### src/rtl/mem_arbiter.sv
// Two-master arbiter (fetch and load/store) in front of one shared memory channel.
// Only one transaction is in flight; data wins ties unless fetch has been passed over twice.
module mem_arbiter (
    input  logic        clk,
    input  logic        reset,

    input  logic        inst_req,
    input  logic [31:0] inst_addr,
    output logic        inst_addr_ok,
    output logic        inst_data_ok,
    output logic [31:0] inst_rdata,

    input  logic        data_req,
    input  logic        data_wr,
    input  logic [1:0]  data_size,
    input  logic [3:0]  data_wstrb,
    input  logic [31:0] data_addr,
    input  logic [31:0] data_wdata,
    output logic        data_addr_ok,
    output logic        data_data_ok,
    output logic [31:0] data_rdata,

    output logic        mem_req,
    output logic        mem_wr,
    output logic [1:0]  mem_size,
    output logic [3:0]  mem_wstrb,
    output logic [31:0] mem_addr,
    output logic [31:0] mem_wdata,
    input  logic        mem_addr_ok,
    input  logic        mem_data_ok,
    input  logic [31:0] mem_rdata
);

    localparam logic [1:0] IDLE = 2'd0;
    localparam logic [1:0] ADDR = 2'd1;
    localparam logic [1:0] DATA = 2'd2;

    localparam logic [1:0] OWN_NONE = 2'd0;
    localparam logic [1:0] OWN_INST = 2'd1;
    localparam logic [1:0] OWN_DATA = 2'd2;

    localparam logic [1:0] STARVE_MAX = 2'd2;

    logic [1:0]  state_q, state_d;
    logic [1:0]  starve_q, starve_d;
    logic [1:0]  owner_q, owner_d;
    logic        wr_q, wr_d;
    logic [1:0]  size_q, size_d;
    logic [3:0]  wstrb_q, wstrb_d;
    logic [31:0] addr_q, addr_d;
    logic [31:0] wdata_q, wdata_d;

    logic        in_idle;
    logic        grant_data;
    logic        grant_inst;
    logic        done;

    // Grants are suppressed while reset is high so no handshake is lost to the clear.
    always_comb begin
        in_idle    = (state_q == IDLE) && !reset;
        grant_data = in_idle && data_req && !((starve_q == STARVE_MAX) && inst_req);
        grant_inst = in_idle && inst_req && !grant_data;
        done       = (state_q == DATA) && mem_data_ok && !reset;
    end

    always_comb begin
        state_d  = state_q;
        starve_d = starve_q;
        owner_d  = owner_q;
        wr_d     = wr_q;
        size_d   = size_q;
        wstrb_d  = wstrb_q;
        addr_d   = addr_q;
        wdata_d  = wdata_q;

        case (state_q)
            IDLE: begin
                if (grant_data) begin
                    state_d  = ADDR;
                    owner_d  = OWN_DATA;
                    wr_d     = data_wr;
                    size_d   = data_size;
                    wstrb_d  = data_wstrb;
                    addr_d   = data_addr;
                    wdata_d  = data_wdata;
                    if (!inst_req) begin
                        starve_d = 2'd0;
                    end else if (starve_q != STARVE_MAX) begin
                        starve_d = starve_q + 2'd1;
                    end
                end else if (grant_inst) begin
                    state_d  = ADDR;
                    owner_d  = OWN_INST;
                    wr_d     = 1'b0;
                    size_d   = 2'd2;
                    wstrb_d  = 4'h0;
                    addr_d   = inst_addr;
                    wdata_d  = 32'h0;
                    starve_d = 2'd0;
                end
            end
            ADDR: begin
                if (mem_addr_ok) begin
                    state_d = DATA;
                end
            end
            DATA: begin
                if (mem_data_ok) begin
                    state_d = IDLE;
                    owner_d = OWN_NONE;
                end
            end
            default: begin
                state_d = IDLE;
                owner_d = OWN_NONE;
            end
        endcase
    end

    always_ff @(posedge clk) begin
        if (reset) begin
            state_q  <= IDLE;
            starve_q <= 2'd0;
            owner_q  <= OWN_NONE;
            wr_q     <= 1'b0;
            size_q   <= 2'd0;
            wstrb_q  <= 4'h0;
            addr_q   <= 32'h0;
            wdata_q  <= 32'h0;
        end else begin
            state_q  <= state_d;
            starve_q <= starve_d;
            owner_q  <= owner_d;
            wr_q     <= wr_d;
            size_q   <= size_d;
            wstrb_q  <= wstrb_d;
            addr_q   <= addr_d;
            wdata_q  <= wdata_d;
        end
    end

    always_comb begin
        inst_addr_ok = grant_inst;
        data_addr_ok = grant_data;

        mem_req   = (state_q == ADDR) && !reset;
        mem_wr    = wr_q;
        mem_size  = size_q;
        mem_wstrb = wstrb_q;
        mem_addr  = addr_q;
        mem_wdata = wdata_q;

        inst_data_ok = done && (owner_q == OWN_INST);
        data_data_ok = done && (owner_q == OWN_DATA);
        inst_rdata   = inst_data_ok ? mem_rdata : 32'h0;
        data_rdata   = data_data_ok ? mem_rdata : 32'h0;
    end

endmodule

### config.mk
export PLATFORM = sky130hd
export DESIGN_NAME = mem_arbiter
export DESIGN_NICKNAME = d
export VERILOG_FILES = /design/src/rtl/mem_arbiter.sv
export SDC_FILE = /design/constraint.sdc
export NUM_CORES = 1
export LEC_CHECK = 0
export CORE_MARGIN = 3
export CORE_UTILIZATION = 34
export DETAILED_ROUTE_END_ITERATION = 8
export GPL_TIMING_DRIVEN = 1
export PLACE_DENSITY = 0.83
export SETUP_SLACK_MARGIN = 0.4
export SYNTH_ARGS = -nofsm -noshare
export SYNTH_HDL_FRONTEND = slang
export SYNTH_SLANG_ARGS = --single-unit
### constraint.sdc
create_clock -name clk -period 1.9 [get_ports clk]
set_clock_uncertainty 0.2 [all_clocks]
set_input_delay 0.19 -clock clk [delete_from_list [all_inputs] [get_ports clk]]
set_output_delay 0.19 -clock clk [all_outputs]
set_load 0.005 [all_outputs]
==> results.md <==
* WS Path Type: reg -> out
* RSZ-0062 raised after global routing: yes
* Syn nets at 614
* GRT Max-Usage Layer: met2
* Clock Sinks at between 70 and 80
* Initial antenna violation count at 4
* Comb pwr share at 0.284
* Worst setup EP type: output port
* Post-layout instance count excluding filler cells at around 920
* Placed cells at 861
* Area Overhead vs Synth at 127%
* Failing checks: negative setup slack
* Met3 Track Usage GR at 0.0670
* Max-Slew Margin vs Limit at 0.710
* Hold Violations, Final at 0
* Drt total wl at about 20000 um
* GRT met2 Usage at 0.520
* Tightest Pin Transition at 0.435 ns
* Sequential area share after synthesis at 0.416
* Skew-Pair Late Insertion Delay at roughly 0.35 ns
* Max IR drop VDD at roughly 530 uV
* Port bufs at 280
* Drt first-iter violations at about 340
* Pint at roughly 3.4 mW
* Netlist Area Pre-Place at 3700 sq um
* Vias in the first global route at roughly 4900
* CP peak stage delay at between 0.3 and 0.4 ns
* DIE WIDTH at around 110 um
* Status: finished, violations left
* CP bufs+invs at 5
* Routed via count at about 5000
* Tcrit/Tclk final at 1.27
* Max Freq at approximately 410 MHz
* Power per cell area at about 560 nW/um^2
* Synth Instances at 472
* ANT nets after route at 0
* GP Congestion at ~0.81
* Layout Utilization at 0.802
* Largest net degree at the start of global routing at between 50 and 60
* Clock Path Buffers at 2
* Worst Setup Start Kind: flop
* Die Span Y at about 110 um
* Core Area at ~10000 sq um
* Setup WS post-layout at -0.519 ns
* CTS tree: done
* Met1 Resource Use GR at 0.262
* Fillcell total at 629
* Cts hold-fix bufs at 0
* Pre-antenna DRT Iters at 4
* Total CTS buffers at 9
* Detailed placement HPWL at ~12000 um
* Crit-path slowest cell: nor4b_4
* IO Pins at between 200 and 300
* Yosys reg bits at a little under 80
* Max-Cap Viols at 0
* Via-to-Cell Ratio at between 5 and 6
* Site row count at 37
* Final setup vio count at between 90 and 100
* Total power at approximately 4.7 mW
* Reg clk slew, reported paths at approximately 0.080 ns
* Max-slew violation count at 0
* Residual DRC at 0
* Avg WL per Cell at about 22 um
* Worst Path Arrival at approximately 2 ns
* Leak Pwr at approximately 4.3 nW
* Final min period at 2.42 ns
* Initial Util at 0.354
* Worst Hold Class: in -> reg
* Nets at just over 900
* Clk Tree Root Cell: clkbuf_8
* Delay-heaviest family, CP: simple AND/OR/NAND/NOR gates
* Layout cells sized above 1 at 0.334
* Synth cell types at 40
* Overall Global Routing Usage at 0.274
* Psw at approximately 1.3 mW
* Worst Path Max Fanout at 4
* Grt ovf at 0
* Die Footprint at 12200 sq um
* Share of power burned in the clock network at 0.332
* Syn avg cell area at just under 8 sq um
* Req. time, crit path at between 1.5 and 2 ns
* Cell Chain, Critical Path: nand3b_1 > nor4b_4 > buf_4 > clkbuf_16 > buf_8 > buf_6 > and2_1 > buf_2
* Synthesis Warnings at 0
* First-pass GRT wire length at 25100 um
* Sequential share of power at 0.384
* H-tree Lvls at 3
* Net Sw Frac at 0.272
## worst register-to-register path: stages (launching register included)
cell and delay [ns]:
dfxtp_2 0.33, buf_6 0.15, or3_4 0.42, buf_4 0.16
buf_4 0.14, bufbuf_16 0.28, o21ai_1 0.20, a21oi_1 0.11
## layout by cell type (no fill, tap or decap), types with 10 or more instances in the layout
cell type / synthesis / final
dfxtp_1: 77 / 59
o21ai_2: 0 / 22
o21ai_1: 4 / 14
dfxtp_2: 0 / 18
nand3_1: 39 / 31
a311oi_1: 32 / 31
and2_1: 64 / 33
clkbuf_8: 0 / 10
a21oi_1: 73 / 67
nand2_1: 64 / 64
buf_6: 0 / 50
clkdlybuf4s50_1: 0 / 140
and2_4: 0 / 31
dlymetal6s2s_1: 0 / 70
clkdlybuf4s15_2: 0 / 29
buf_12: 0 / 18
buf_4: 2 / 16
## area by class of cell
type                    instances  area (sq um)  area share
flip-flops and latches         77          1560       0.186
diodes                          4          10.0     0.00119
clock buffers                  11           141      0.0169
clock inverters                 5           108      0.0128
inverters                       1          3.75    0.000448
multi-input cells             342          2340       0.279
well taps                     136           170      0.0203
repair buffers                345          4050       0.483
## worst paths after layout
path                  from              to  slack [ns]  cells past startpoint
max reg2reg     state_q[1]    mem_wdata[1]       -0.20                      7
min                  reset      owner_q[0]        0.11                      3
max             state_q[0]  inst_rdata[20]       -0.52                      8
min reg2reg  mem_wdata[26]   mem_wdata[26]        0.27                      2
## sequential cells by signal, summed over array words and instances (netlist names)
name       cells
mem_wr         1
mem_addr      32
starve_q       2
mem_wstrb      4
state_q        2
mem_size       2
owner_q        2
mem_wdata     32
## layer usage
layer	up-vias	share of wire	wire length, um
met5	-	0	0
met4	0	0.060	1230
met3	67	0.087	1780
met2	294	0.52	10700
met1	2410	0.33	6750
li1	2293	-	-
## cell usage after synthesis (all sizes together)
cell	instances	area, sq um
dfxtp	77	1540
a21oi	73	365
and2	64	400
nand2	64	240
nand3	39	195
o21ai	38	190
a311oi	32	280
clkbuf	32	120
buf	20	103
nor2	4	25.0
nor3	4	36.3
nand2b	2	12.5
nand3b	2	15.0
o31ai	2	15.0
a2111oi	1	8.76
a211oi	1	7.51
a21bo	1	10.0
a21boi	1	18.8
a31oi	1	6.26
and3	1	6.26
ha	1	12.5
inv	1	3.75
nand4	1	6.26
nor3b	1	7.51
nor4	1	6.26
nor4b	1	15.0
o21a	1	7.51
o21ba	1	10.0
o21bai	1	7.51
o22ai	1	6.26
or2	1	6.26
or3	1	6.26
or3b	1	8.76
## power groups by stage
stage	Sequential (mW)	Combinational, mW	Clock, mW
after floorplan	1.83	0.407	0
after global placement	1.81	1.03	0
after detailed placement	1.82	1.05	0
after CTS	1.78	1.19	1.56
after global routing	1.81	1.40	1.64
final	1.80	1.32	1.55
## repair_timing
action                     in CTS  in global routing
buffers inserted               18                  9
setup endpoints to repair     213                216
resized for setup             297                196
pin swaps                      17                 27
gates cloned                    9                  4
hold endpoints to repair        0                  0
## stage by stage
stage,setup TNS (ns),cell area (sq um),setup WS [ns],hold slack [ns]
after global routing,-31.61,8390,-0.631,0.101
after detailed placement,-28.94,6790,-0.499,0.270
after CTS,-19.25,7560,-0.459,0.0891
after global placement,-24.69,6790,-0.402,0.263
after floorplan,0,3850,0.314,0.0998
final,-23.78,8390,-0.519,0.115
## logic make-up (layout without fill, tap and decap cells)
family                   Yosys count  in the layout  share of synthesized area
flip-flops                        77             77                      0.416
other                              0              4                          0
AO/OA/AOI/OAI                    154            154                      0.252
buffers and inverters             53            362                     0.0612
adder cells (fa/ha/maj)            1              1                    0.00338
AND/OR/NAND/NOR                  187            187                      0.267
Note: power is estimated with default switching activity, not from simulation.
